===== config.mk =====
export PLATFORM = sky130hd
export DESIGN_NAME = bcd_up_counter
export DESIGN_NICKNAME = d
export VERILOG_FILES = /design/src/rtl/bcd_counter_pkg.sv /design/src/rtl/decade_up_digit.sv /design/src/rtl/bcd_up_counter.sv
export SDC_FILE = /design/constraint.sdc
export NUM_CORES = 1
export LEC_CHECK = 0
export BUFFER_PORTS_ARGS = -buffer_cell sky130_fd_sc_hd__buf_2
export CAP_MARGIN = 30
export CORE_MARGIN = 5
export CORE_UTILIZATION = 45
export DETAILED_ROUTE_END_ITERATION = 7
export PLACE_DENSITY = 0.7
export RECOVER_POWER = 100
export SETUP_SLACK_MARGIN = 0.05
export SLEW_MARGIN = 5
export SYNTH_ARGS = -nofsm -noshare
export SYNTH_HDL_FRONTEND = slang
export SYNTH_SLANG_ARGS = --single-unit

===== constraint.sdc =====
create_clock -name Clock -period 2.85 [get_ports Clock]
set_input_delay 0.285 -clock Clock [delete_from_list [all_inputs] [get_ports Clock]]
set_output_delay 0.285 -clock Clock [all_outputs]
set_load 0.02 [all_outputs]

===== src/rtl/bcd_counter_pkg.sv =====
// Shared types and constants for the cascaded BCD up-counter.
package bcd_counter_pkg;

  localparam int DIGIT_W = 4;

  typedef logic [DIGIT_W-1:0] bcd_digit_t;

  localparam bcd_digit_t BCD_MAX  = 4'd9;
  localparam bcd_digit_t BCD_ZERO = 4'd0;

  // Map an illegal nibble (A..F) to zero so a digit never holds a non-BCD value.
  function automatic bcd_digit_t bcd_sanitize(input bcd_digit_t d);
    return (d > BCD_MAX) ? BCD_ZERO : d;
  endfunction

endpackage


===== src/rtl/decade_up_digit.sv =====
// One decimal digit of the counter: counts 0..9 when CarryIn is high,
// loads a (sanitized) digit on Load, and passes a combinational carry on.
module decade_up_digit
  import bcd_counter_pkg::*;
(
  input  logic       Clock,
  input  logic       Reset_n,
  input  logic       CarryIn,
  input  logic       Load,
  input  bcd_digit_t LoadDigit,
  output bcd_digit_t Digit,
  output logic       CarryOut
);

  // Load beats counting; a counting digit at 9 rolls over to 0.
  always_ff @(posedge Clock or negedge Reset_n) begin
    if (!Reset_n) begin
      Digit <= BCD_ZERO;
    end else if (Load) begin
      Digit <= bcd_sanitize(LoadDigit);
    end else if (CarryIn) begin
      Digit <= (Digit == BCD_MAX) ? BCD_ZERO : Digit + 4'd1;
    end
  end

  // Carry is zero-latency so the whole chain updates on a single edge.
  assign CarryOut = CarryIn && (Digit == BCD_MAX);

endmodule


===== src/rtl/bcd_up_counter.sv =====
// Synchronous cascaded BCD up-counter of DIGITS decimal digits.
// Optional synchronous load path enabled by defining BCD_UP_LOAD_EN;
// without it the Load/LoadValue ports do not exist and the count only
// changes by increment or reset.
module bcd_up_counter
  import bcd_counter_pkg::*;
#(
  parameter int DIGITS = 4
) (
  input  logic                      Clock,
  input  logic                      Reset_n,
  input  logic                      Enable,
`ifdef BCD_UP_LOAD_EN
  input  logic                      Load,
  input  logic [DIGIT_W*DIGITS-1:0] LoadValue,
`endif
  output logic [DIGIT_W*DIGITS-1:0] Count,
  output logic                      CarryOut,
  output logic                      Overflow
);

  logic                      load;
  logic [DIGIT_W*DIGITS-1:0] load_value;
  logic [DIGITS:0]           carry;

`ifdef BCD_UP_LOAD_EN
  assign load       = Load;
  assign load_value = LoadValue;
`else
  assign load       = 1'b0;
  assign load_value = '0;
`endif

  assign carry[0] = Enable;
  assign CarryOut = carry[DIGITS];

  for (genvar i = 0; i < DIGITS; i++) begin : g_digit
    decade_up_digit u_digit (
      .Clock     (Clock),
      .Reset_n   (Reset_n),
      .CarryIn   (carry[i]),
      .Load      (load),
      .LoadDigit (load_value[DIGIT_W*i +: DIGIT_W]),
      .Digit     (Count[DIGIT_W*i +: DIGIT_W]),
      .CarryOut  (carry[i+1])
    );
  end

  // Flag the all-9 -> all-0 edge; a load on that edge suppresses the wrap.
  always_ff @(posedge Clock or negedge Reset_n) begin
    if (!Reset_n) begin
      Overflow <= 1'b0;
    end else begin
      Overflow <= carry[DIGITS] && !load;
    end
  end

endmodule

### Word level (Yosys, flattened, before mapping)

Index checks and enable logic that the tools add are counted.
W data, S select, Z words.

* add/subtract/negate cells: 4
* equality and inequality tests: 4
* muxes and demuxes: 4
* reductions and logical operators: 4

Operators with widths (number)
* $add A4 B1 Y4 const B: 4
* $eq A4 B4 Y1 const B: 4
* $mux W4: 4
* $logic_and A1 B1 Y1: 4

* register bits after elaboration: 17
* bits of input ports: 3
* output and inout port bits: 18

### Depth between registers and ports, before layout

Gate-level depths: netlist of the first run.

* depth after elaboration: 5
* gate-level depth with buffers: 4
* depth with buffers taken out: 4

### Modules after synthesis

From an unflattened synthesis of the first run, not the netlist that was laid out.

* cells, all modules: 106
* area, all modules: 969.7 µm²

By module, submodules not included
* decade_up_digit: times used 4, cells an instance 26, area each 235.2 µm², seq. area each 100.1 µm²
* bcd_up_counter: times used 1, cells an instance 2, area each 28.8 µm², seq. area each 25.0 µm²

### Least setup slack after synthesis of the first run

No wires, ideal clock.

* path type: register to output
* start: register g_digit[2].u_digit.Digit[3]
* end: output port CarryOut
* data arrival time: 1.636 ns
* setup slack: 0.929 ns
* stages on the path, launching flop included: 5
* buffers on the path: 0
* path through: dfrtp_1 nor2b_1 and3b_1 nand4_1 nor3b_1

* longest elaborated chain between the ends: 3

RTL lines
* from (decl): line decade_up_digit.sv:11 `output bcd_digit_t Digit,`
* from (signal assigned): line decade_up_digit.sv:20 `Digit <= bcd_sanitize(LoadDigit);`
* from (signal assigned): line decade_up_digit.sv:22 `Digit <= (Digit == BCD_MAX) ? BCD_ZERO : Digit + 4'd1;`
* $eq A4 B4 Y1: line decade_up_digit.sv:27 `assign CarryOut = CarryIn && (Digit == BCD_MAX);`
* $logic_and A1 B1 Y1 (2 in series): line decade_up_digit.sv:27
* to (decl): line bcd_up_counter.sv:18 `output logic CarryOut,`

Every way passes these cells.

### Final worst setup path of the first run

* start: register g_digit[1].u_digit.Digit[3]
* end: register g_digit[2].u_digit.Digit[3]

* longest elaborated chain between the ends: 2

RTL lines (line)
* from (decl): decade_up_digit.sv:11
* from (signal assigned): decade_up_digit.sv:20
* from (signal assigned): decade_up_digit.sv:22
* $eq A4 B4 Y1: decade_up_digit.sv:27
* $logic_and A1 B1 Y1: decade_up_digit.sv:27

Every way passes these cells.
A chain may end at the register's enable or synchronous reset.

==> results.toml, run 1 <==
[cells_and_area]
area_growth_pct = 14.88
final.fill_count = 164
regArea_um2 = 425.4
antennaDiodeCount = 0
nets = 103
drive_gt1_share_pct = 10.10
multi_input_area_um2 = 385.4

[yosys]
synth-edff-count = 0
syn_area_um2 = 840.8
seq_area_frac_synth_pct = 50.60
syn_nets = 78
ys_top_cells_by_area = "dfrtp_1 51%, xnor2_1 6.2%, mux2_2 4.0%"
avgSynthCellArea_um2 = 11.21
synth_cells = 75
synth_common_cells = "17 x dfrtp_1, 6 x xnor2_1, 5 x nand2_1, 5 x nor2b_1, 4 x nor2_1"
ys_seq_elements = 17
yosysTopAreaCell = "dfrtp_1"
synth_top_area_share_pct = 50.60
yosysUniqueCellTypes = 29
synth_ff_type = "dfrtp_1"
async_reset_ff_share_pct = 100.0
synth_most_common_cell = "dfrtp_1"
synth_warnings = 0

[status]
status = "completed"

[drt]
postRouteAntennaNets = 0
via_count = 643
first_pass_iters = 2
wl_per_cell_um = 13.24
drc = 0
via_per_inst = 5.185
drt_iter0_drc = 2
drt-total-wl_mm = 1.642

[timing]
slew_viol_final = 0
worst_pin_slew_ns = 1.213
final.setup_skew_ns = 0.0005483
worst_slack_ns = 0.4317
fmax_ghz = 0.4135
finalCriticalPeriod_ns = 2.418
relSlewSlack_pct = 18.41
setup_tns_ns = 0
min_period_over_period_pct = 84.85
finalHoldViolCount = 0
setup_viol = 0
whs_ns = 0.2269
rsz0062_at_grt = "false"

[worst_setup_path]
start_kind = "flop"
critPathMaxFanout = 8
worstSetupEndpointType = "flop"
cp.required_ns = 3.03
crit_type = "flop to flop"
crit_arrival_ns = 2.60

[floorplan]
die_h_um = 53.23
rows = 15
io_pins = 21
fp.dieArea_um2 = 2833
die_w_um = 53.23
coreArea_um2 = 1745
start_util_pct = 48.17

[global_routing]
gr-usage-all-layers_pct = 13.83
grt_pass1_wl_mm = 2.794
grt_pass1_vias = 662
grt_max_degree = 18
antenna_found_initial = 0
grt_overflow_total = 0

[cts]
cts_root_buf = "clkbuf_4"
clk_pin_slew_worst_paths_ns = 0.09
cts_sinks = 17
post_cts_buffers = 0
cts_tree = "yes"
cts_max_level = 1
cts_made_buffers = 3
clockBufferDepth = 2
insertion_delay_ns = 0.29

[power]
vdd_drop_max_mv = 0.4896
power_density_nw_per_um2 = 723.0
leakagePower_nw = 0.4123

[flow_run]
drv_cap = 0

[min_path]
hold_path.class = "input pin to flop"

[place]
hpwl_mm = 1.206
dp_slack_ns = 0.9892
gp_congestion = 0.8200
portBuffers = 20
==> metrics by stage <==
stage / instance area, um2 / power, W / utilization, % / std cells
global route: 965.9 / 0.0007421 / 55.34 / 124
finish: 965.9 / 0.0006983 / 55.34 / 124
CTS: 1005 / 0.0007230 / 57.56 / 124
floorplan: 840.8 / 0.0005119 / - / 75
global placement: 968.4 / 0.0005862 / 55.48 / 119
detailed placement: 968.4 / 0.0005977 / 55.48 / 119
==> power breakdown <==
group | total (W) | switching, W | internal (W)
sequential | 0.000375 | 0.0000868 | 0.000288
combinational | 0.000197 | 0.000121 | 0.0000764
clock | 0.000126 | 0.0000714 | 0.0000544
==> worst max-delay path: stages (launching register included) <==
cell	delay, ns
dfrtp_1	0.47
or3b_4	0.41
nor4_1	1.01
o21ai_2	0.10
a221o_1	0.32
==> what timing repair did <==
| item | CTS | global route |
|---|---|---|
| gates resized for setup | 0 | 0 |
| hold buffers | 1 | 0 |
| endpoints found under the hold margin | 17 | 0 |
==> kinds of logic after synthesis <==
group | share of synthesized area [%]
muxes | 5.208
AOI/OAI and AO/OA | 8.631
xor gates and xnor gates | 8.334
buffers and inverters | 1.785
DFF | 50.60
and+or+nand+nor | 25.45
==> per-layer routing <==
| layer | GRT usage [%] | routed length [um] |
|---|---|---|
| met5 | 0 | 0 |
| met4 | 4.681 | 17 |
| met3 | 6.479 | 123 |
| met2 | 22.04 | 780 |
| met1 | 16.14 | 721 |
==> final timing paths <==
path / start / to / slack [ns] / depth (start not counted)
setup / recovery: g_digit[1].u_digit.Digit[3]$_DFFE_PN0N_ / g_digit[2].u_digit.Digit[3]$_DFFE_PN0N_ / 0.43 / 4
hold / removal: Enable / g_digit[0].u_digit.Digit[0]$_DFFE_PN0P_ / 0.23 / 2
setup reg to reg: g_digit[1].u_digit.Digit[3]$_DFFE_PN0N_ / g_digit[2].u_digit.Digit[3]$_DFFE_PN0N_ / 0.43 / 4
hold reg to reg: g_digit[2].u_digit.Digit[0]$_DFFE_PN0N_ / g_digit[2].u_digit.Digit[0]$_DFFE_PN0N_ / 0.50 / 1
max in group asynchronous: Reset_n / g_digit[0].u_digit.Digit[3]$_DFFE_PN0P_ / 1.70 / 2
min in group asynchronous: Reset_n / g_digit[1].u_digit.Digit[3]$_DFFE_PN0N_ / 0.62 / 2
==> registers in the layout, indices dropped and copies added (netlist names) <==
name	flops
Overflow	1
g_digit.u_digit.Digit	16
==> placed cells by master (no fill, tap or decap) <==
cell type / n
a21o_1: 1
a21oi_1: 1
a221o_1: 1
a22o_1: 2
a31o_2: 1
and3_2: 1
and3b_1: 1
and4b_1: 2
buf_2: 1
clkbuf_1: 20
clkbuf_4: 3
dfrtp_1: 17
dlygate4sd3_1: 1
inv_1: 3
mux2_1: 1
mux2_2: 2
mux2i_1: 1
nand2_1: 5
nand2b_1: 1
nand3_1: 3
nand3b_1: 1
nand4_1: 1
nand4b_1: 2
nor2_1: 4
nor2b_1: 5
nor3_1: 1
nor3b_1: 3
nor4_1: 1
o21ai_0: 3
o21ai_2: 1
or3b_4: 1
xnor2_1: 6
xor2_1: 2
==> cell type report <==
class,count,share of cell area (%)
multi-input combinational,54,39.90
inverter,3,1.166
sequential,17,44.04
tap,25,3.238
clock buffer,4,2.720
timing repair buffer,21,8.938
No activity file was read; power rests on OpenSTA's default activity.
==> run 2: changes to the inputs <==
--- a/config.mk
+++ b/config.mk
@@ -10,7 +10,7 @@
 export CORE_MARGIN = 5
 export CORE_UTILIZATION = 45
 export DETAILED_ROUTE_END_ITERATION = 7
-export PLACE_DENSITY = 0.7
+export PLACE_DENSITY = 0.73
 export RECOVER_POWER = 100
 export SETUP_SLACK_MARGIN = 0.05
 export SLEW_MARGIN = 5
==> constraint.sdc (replaced) <==
create_clock -name Clock -period 2.1 [get_ports Clock]
set_input_delay 0.21 -clock Clock [delete_from_list [all_inputs] [get_ports Clock]]
set_output_delay 0.21 -clock Clock [all_outputs]
set_load 0.02 [all_outputs]
==> run 2 against run 1 <==
Net effect:
- highest routed layer is now met3
- cell count unchanged
- clock skew up 0.0059 ns
- setup slack got worse by 0.27 ns
- hold slack worse by 0.079 ns
- core utilization up 1.1 points
- global-route usage decreased by 0.88 points
- combinational power grew 37%
- die area is the same
- critical path type is now flop to output pin
- non-clock buffer count unchanged
- routed wire length decreased by 4.8%
- power up 36%
==> results.toml, run 2 (synthesis gave the netlist of run 1 again) <==
[worst_setup_path]
crit_arrival_ns = 1.73
start_kind = "flop"
critPathMaxFanout = 5
worstSetupEndpointType = "output pin"
r2r_cells = 4
crit_type = "flop to output pin"
cp.required_ns = 1.89

[cts]
clk_pin_slew_worst_paths_ns = 0.10
cts_max_level = 1
clockBufferDepth = 2
insertion_delay_ns = 0.29
cts_root_buf = "clkbuf_4"
cts_tree = "yes"
cts_sinks = 17
cts_made_buffers = 3

[cells_and_area]
antennaDiodeCount = 0
area_growth_pct = 17.26
largestRegisters = "g_digit.u_digit.Digit x16, Overflow x1"
drive_gt1_share_pct = 15.15
largest-register = "g_digit.u_digit.Digit"
nets = 103
final_cell_mix = "18 x clkbuf_1, 17 x dfrtp_1, 6 x xnor2_1"
largest_reg_flops = 16
final_common_cell = "clkbuf_1"

[drt]
postRouteAntennaNets = 0
wl_per_cell_um = 12.61
via_count = 631
drc = 0
first_pass_iters = 2
via_per_inst = 5.089
drt-total-wl_mm = 1.564
drt_iter0_drc = 6

[power]
power_w = 0.0009497
leakagePower_nw = 0.4210
power_density_nw_per_um2 = 963.2
vdd_drop_max_mv = 0.5694

[floorplan]
die_w_um = 53.23
fp.dieArea_um2 = 2833
rows = 15
coreArea_um2 = 1745
io_pins = 21
start_util_pct = 48.17
die_h_um = 53.23

[min_path]
hold_path_depth = 2
hold_path.class = "input pin to flop"

[timing]
final.setup_skew_ns = 0.006473
fmax_ghz = 0.5151
rsz0062_at_grt = "false"
setup_tns_ns = 0
setup_viol = 0
slew_viol_final = 0
finalCriticalPeriod_ns = 1.941
min_period_over_period_pct = 92.45
whs_ns = 0.1481
worst_pin_slew_ns = 0.8879
relSlewSlack_pct = 40.80
finalHoldViolCount = 0

[global_routing]
grt_pass1_vias = 625
grt_overflow_total = 0
antenna_found_initial = 0
gr-usage-all-layers_pct = 12.95
grt_max_degree = 18
grt_pass1_wl_mm = 2.725

[flow_run]
drv_cap = 0

[place]
gp_congestion = 0.6924
portBuffers = 20
hpwl_mm = 1.164

[status]
status = "completed"
run 2: worst max-delay path: stages (launching register included):
cell,delay [ns]
dfrtp_1,0.44
nor2b_2,0.20
and3b_2,0.25
nand4_1,0.16
nor3b_2,0.20
buf_2,0.19
run 2: stage by stage:
step	worst slack [ns]	instance area, um2	utilization [%]	cells
floorplan	0.2540	840.8	-	75
global placement	0.3154	968.4	55.48	119
detailed placement	0.2624	968.4	55.48	119
CTS	0.1003	1008	57.78	124
global route	0.05206	985.9	56.49	124
finish	0.1585	985.9	56.49	124
run 2: metal layers:
metal | up-vias | share of wire [%] | GRT usage (%)
met5 | - | 0 | 0
met4 | 0 | 0 | 3.830
met3 | 0 | 5.7 | 3.662
met2 | 13 | 47 | 21.02
met1 | 303 | 47 | 16.52
li1 | 315 | - | -
run 2: worst paths after layout:
| kind | endpoint | slack, ns | from |
|---|---|---|---|
| max | CarryOut | 0.16 | g_digit[2].u_digit.Digit[2]$_DFFE_PN0N_ |
| min | g_digit[0].u_digit.Digit[0]$_DFFE_PN0P_ | 0.15 | Enable |
| max reg2reg | g_digit[2].u_digit.Digit[3]$_DFFE_PN0N_ | 0.19 | g_digit[1].u_digit.Digit[2]$_DFFE_PN0N_ |
| min reg2reg | g_digit[3].u_digit.Digit[0]$_DFFE_PN0P_ | 0.52 | g_digit[3].u_digit.Digit[0]$_DFFE_PN0P_ |
| max in group asynchronous | g_digit[0].u_digit.Digit[3]$_DFFE_PN0P_ | 1.01 | Reset_n |
| min in group asynchronous | g_digit[3].u_digit.Digit[1]$_DFFE_PN0P_ | 0.55 | Reset_n |
run 2: where the power goes:
group / switching [W] / leakage (nW) / internal [W]
clock: 0.000103 / 0.0177 / 0.0000707
sequential: 0.000116 / 0.227 / 0.000391
combinational: 0.000164 / 0.177 / 0.000106
run 2: layout make-up:
class                      instances  area [um2]
timing repair buffer              21       87.58
multi-input combinational         54       402.9
sequential                        17       425.4
tap                               25       31.28
clock inverter                     1       5.005
fill                             185       759.5
clock buffer                       3       22.52
inverter                           3       11.26
run 2: repair_timing:
item / CTS / global route
hold buffers: 1 / 0
resized for setup: 1 / 2
buffers inserted: 0 / 0
setup endpoints to repair: 1 / 1
hold endpoints to repair: 17 / 0
==> run 3: changes to the inputs <==
--- a/config.mk
+++ b/config.mk
@@ -10,6 +10,8 @@
 export CORE_MARGIN = 5
 export CORE_UTILIZATION = 45
 export DETAILED_ROUTE_END_ITERATION = 7
+export GPL_TIMING_DRIVEN = 0
+export MAX_ROUTING_LAYER = met4
 export PLACE_DENSITY = 0.73
 export RECOVER_POWER = 100
 export SETUP_SLACK_MARGIN = 0.05
==> run 3 against run 2 <==
Net effect:
- sequential power shrank 5.5%
- cell count grew 1.6%
- clock skew grew 0.0034 ns
- final area grew 1.8%
- core utilization grew 1.0 points
- non-clock buffer count grew 2
- via count grew 1.3%
- setup slack lost 0.017 ns
- combinational power grew 12%
- critical endpoint unchanged
==> results.toml, run 3 (synthesis gave the netlist of run 1 again) <==
[worst_setup_path]
cp-endpoint = "CarryOut"
cp-startpoint = "g_digit[2].u_digit.Digit[2]$_DFFE_PN0N_"
worstReg2RegEnd = "g_digit[2].u_digit.Digit[3]$_DFFE_PN0N_"
worstSetupEndpointType = "output pin"
crit_chain = "nor2b_4, and3b_2, nand4_1, nor3b_2, clkbuf_2"
slowest_delay_ns = 0.47
critPathMaxFanout = 5
critPathSlowestCell = "dfrtp_1"
start_kind = "flop"
crit_arrival_ns = 1.75
r2r_start = "g_digit[1].u_digit.Digit[2]$_DFFE_PN0N_"
cp.required_ns = 1.89
r2r_cells = 4
reg2reg_slack_ns = 0.17
crit_type = "flop to output pin"

[power]
p_switching_w = 0.0003852
internal-power_w = 0.0005717
swShare_pct = 40.26
pwr-share-seq_pct = 50.1
clockPowerShare_pct = 18.5
leakagePower_nw = 0.4313
power_w = 0.0009569
power_density_nw_per_um2 = 953.6
vdd_drop_max_mv = 0.5772
combPwrFrac_pct = 31.4

[flow_run]
drv_cap = 0

[timing]
relSlewSlack_pct = 40.89
min_period_over_period_pct = 93.25
setup_viol = 0
rsz0062_at_grt = "false"
fmax_ghz = 0.5107
slew_viol_final = 0
worst_pin_slew_ns = 0.8867
final.setup_skew_ns = 0.009889
finalHoldViolCount = 0
setup_tns_ns = 0
finalCriticalPeriod_ns = 1.958

[cells_and_area]
nets = 105
largestRegisters = "g_digit.u_digit.Digit x16, Overflow x1"
final_common_cell = "clkbuf_1"
finalNonFillerCells = 126
largest-register = "g_digit.u_digit.Digit"
antennaDiodeCount = 0
drive_gt1_share_pct = 16.83
area_growth_pct = 19.35
largest_reg_flops = 16
final_cell_mix = "18 x clkbuf_1, 17 x dfrtp_1, 6 x xnor2_1"
final.fill_count = 167

[drt]
wl_per_cell_um = 12.45
drt-total-wl_mm = 1.569
first_pass_iters = 3
via_per_inst = 5.071
drt_iter0_drc = 10
via_count = 639
postRouteAntennaNets = 0
drc = 0

[cts]
insertion_delay_ns = 0.29
cts_sinks = 17
cts_tree = "yes"
cts_made_buffers = 3
clk_pin_slew_worst_paths_ns = 0.11
clockBufferDepth = 2
cts_root_buf = "clkbuf_4"
cts_max_level = 1

[status]
status = "completed"

[floorplan]
die_h_um = 53.23
die_w_um = 53.23
fp.dieArea_um2 = 2833
rows = 15
start_util_pct = 48.17
coreArea_um2 = 1745
io_pins = 21

[global_routing]
grt_overflow_total = 0
grt_pass1_vias = 618
grt_pass1_wl_mm = 2.780
gr-usage-all-layers_pct = 14.00
grt_max_degree = 18
antenna_found_initial = 0

[place]
gp_congestion = 0.6962
dp_cells = 120
hpwl_mm = 1.145
portBuffers = 20

[min_path]
hold_path.class = "input pin to flop"
## run 3: cell types whose count changed in the layout (fill, tap and decap cells not counted)
cell / change
clkbuf_2: +1
nor2b_2: -1
nor2b_4: +1
buf_4: +1
## run 3: worst min path at each step
| stage | from | depth (start not counted) | slack [ns] | end |
|---|---|---|---|---|
| 3_5_place_dp | Reset_n | 1 | 0.15 | g_digit[2].u_digit.Digit[0]$_DFFE_PN0N_ |
| 6_report | Enable | 2 | 0.13 | g_digit[0].u_digit.Digit[0]$_DFFE_PN0P_ |
| 3_3_place_gp | Reset_n | 1 | 0.15 | g_digit[1].u_digit.Digit[3]$_DFFE_PN0N_ |
| 4_1_cts | Enable | 2 | 0.13 | g_digit[0].u_digit.Digit[0]$_DFFE_PN0P_ |
| 5_1_grt | Enable | 2 | 0.13 | g_digit[0].u_digit.Digit[0]$_DFFE_PN0P_ |
| 2_1_floorplan | Reset_n | 0 | -0.09 | Overflow$_DFF_PN0_ |
## run 3: area by class of cell
| cell class | instances | area, um2 | area share (%) |
|---|---|---|---|
| flip-flops and latches | 17 | 425.4 | 42.39 |
| well taps | 25 | 31.28 | 3.117 |
| multi-input cells | 54 | 407.9 | 40.65 |
| inverters | 3 | 11.26 | 1.122 |
| repair buffers | 22 | 96.34 | 9.601 |
| clock buffers | 3 | 22.52 | 2.244 |
| clock inverters | 1 | 5.005 | 0.4988 |
| plain buffers | 1 | 3.754 | 0.3741 |
## run 3: through the flow
stage	area, um2	utilization, %	setup WS, ns	hold WS (ns)
3_3_place_gp	972.2	55.70	0.2703	0.1512
5_1_grt	1003	57.49	0.03518	0.1285
6_report	1003	57.49	0.1418	0.1297
2_1_floorplan	840.8	-	0.2540	-0.08559
3_5_place_dp	972.2	55.70	0.2544	0.1525
4_1_cts	1012	57.99	0.09593	0.1261
## run 3: what timing repair did
item                                    CTS  global route
resized for setup                         1             4
endpoints found under the hold margin    17             0
pin swaps                                 0             1
hold buffers                              1             0
setup buffers                             0             1
endpoints found under the setup margin    1             1
## run 3: critical path: cells and delay by family, from the launching register on
kind | cells | cell delay (ns)
AND/OR/NAND/NOR | 4 | 0.79
flip-flops | 1 | 0.47
buffers and inverters | 1 | 0.20
## run 3: routing by layer
metal / part of all wire, % / global-route usage, % / wire length (um) / vias up
li1: - / - / - / 318
met1: 47 / 16.49 / 742 / 300
met2: 45 / 21.84 / 700 / 16
met3: 6.0 / 3.380 / 94 / 5
met4: 2.0 / 7.660 / 31 / 0
met5: 0 / - / 0 / -
## run 3: power groups by stage
stage / Clock (W) / Combinational [W] / Sequential [W]
3_5_place_dp: 0 / 0.000322 / 0.000487
6_report: 0.000177 / 0.000301 / 0.000479
3_3_place_gp: 0 / 0.000317 / 0.000482
4_1_cts: 0.000182 / 0.000324 / 0.000481
2_1_floorplan: 0 / 0.000144 / 0.000551
5_1_grt: 0.000202 / 0.000327 / 0.000495
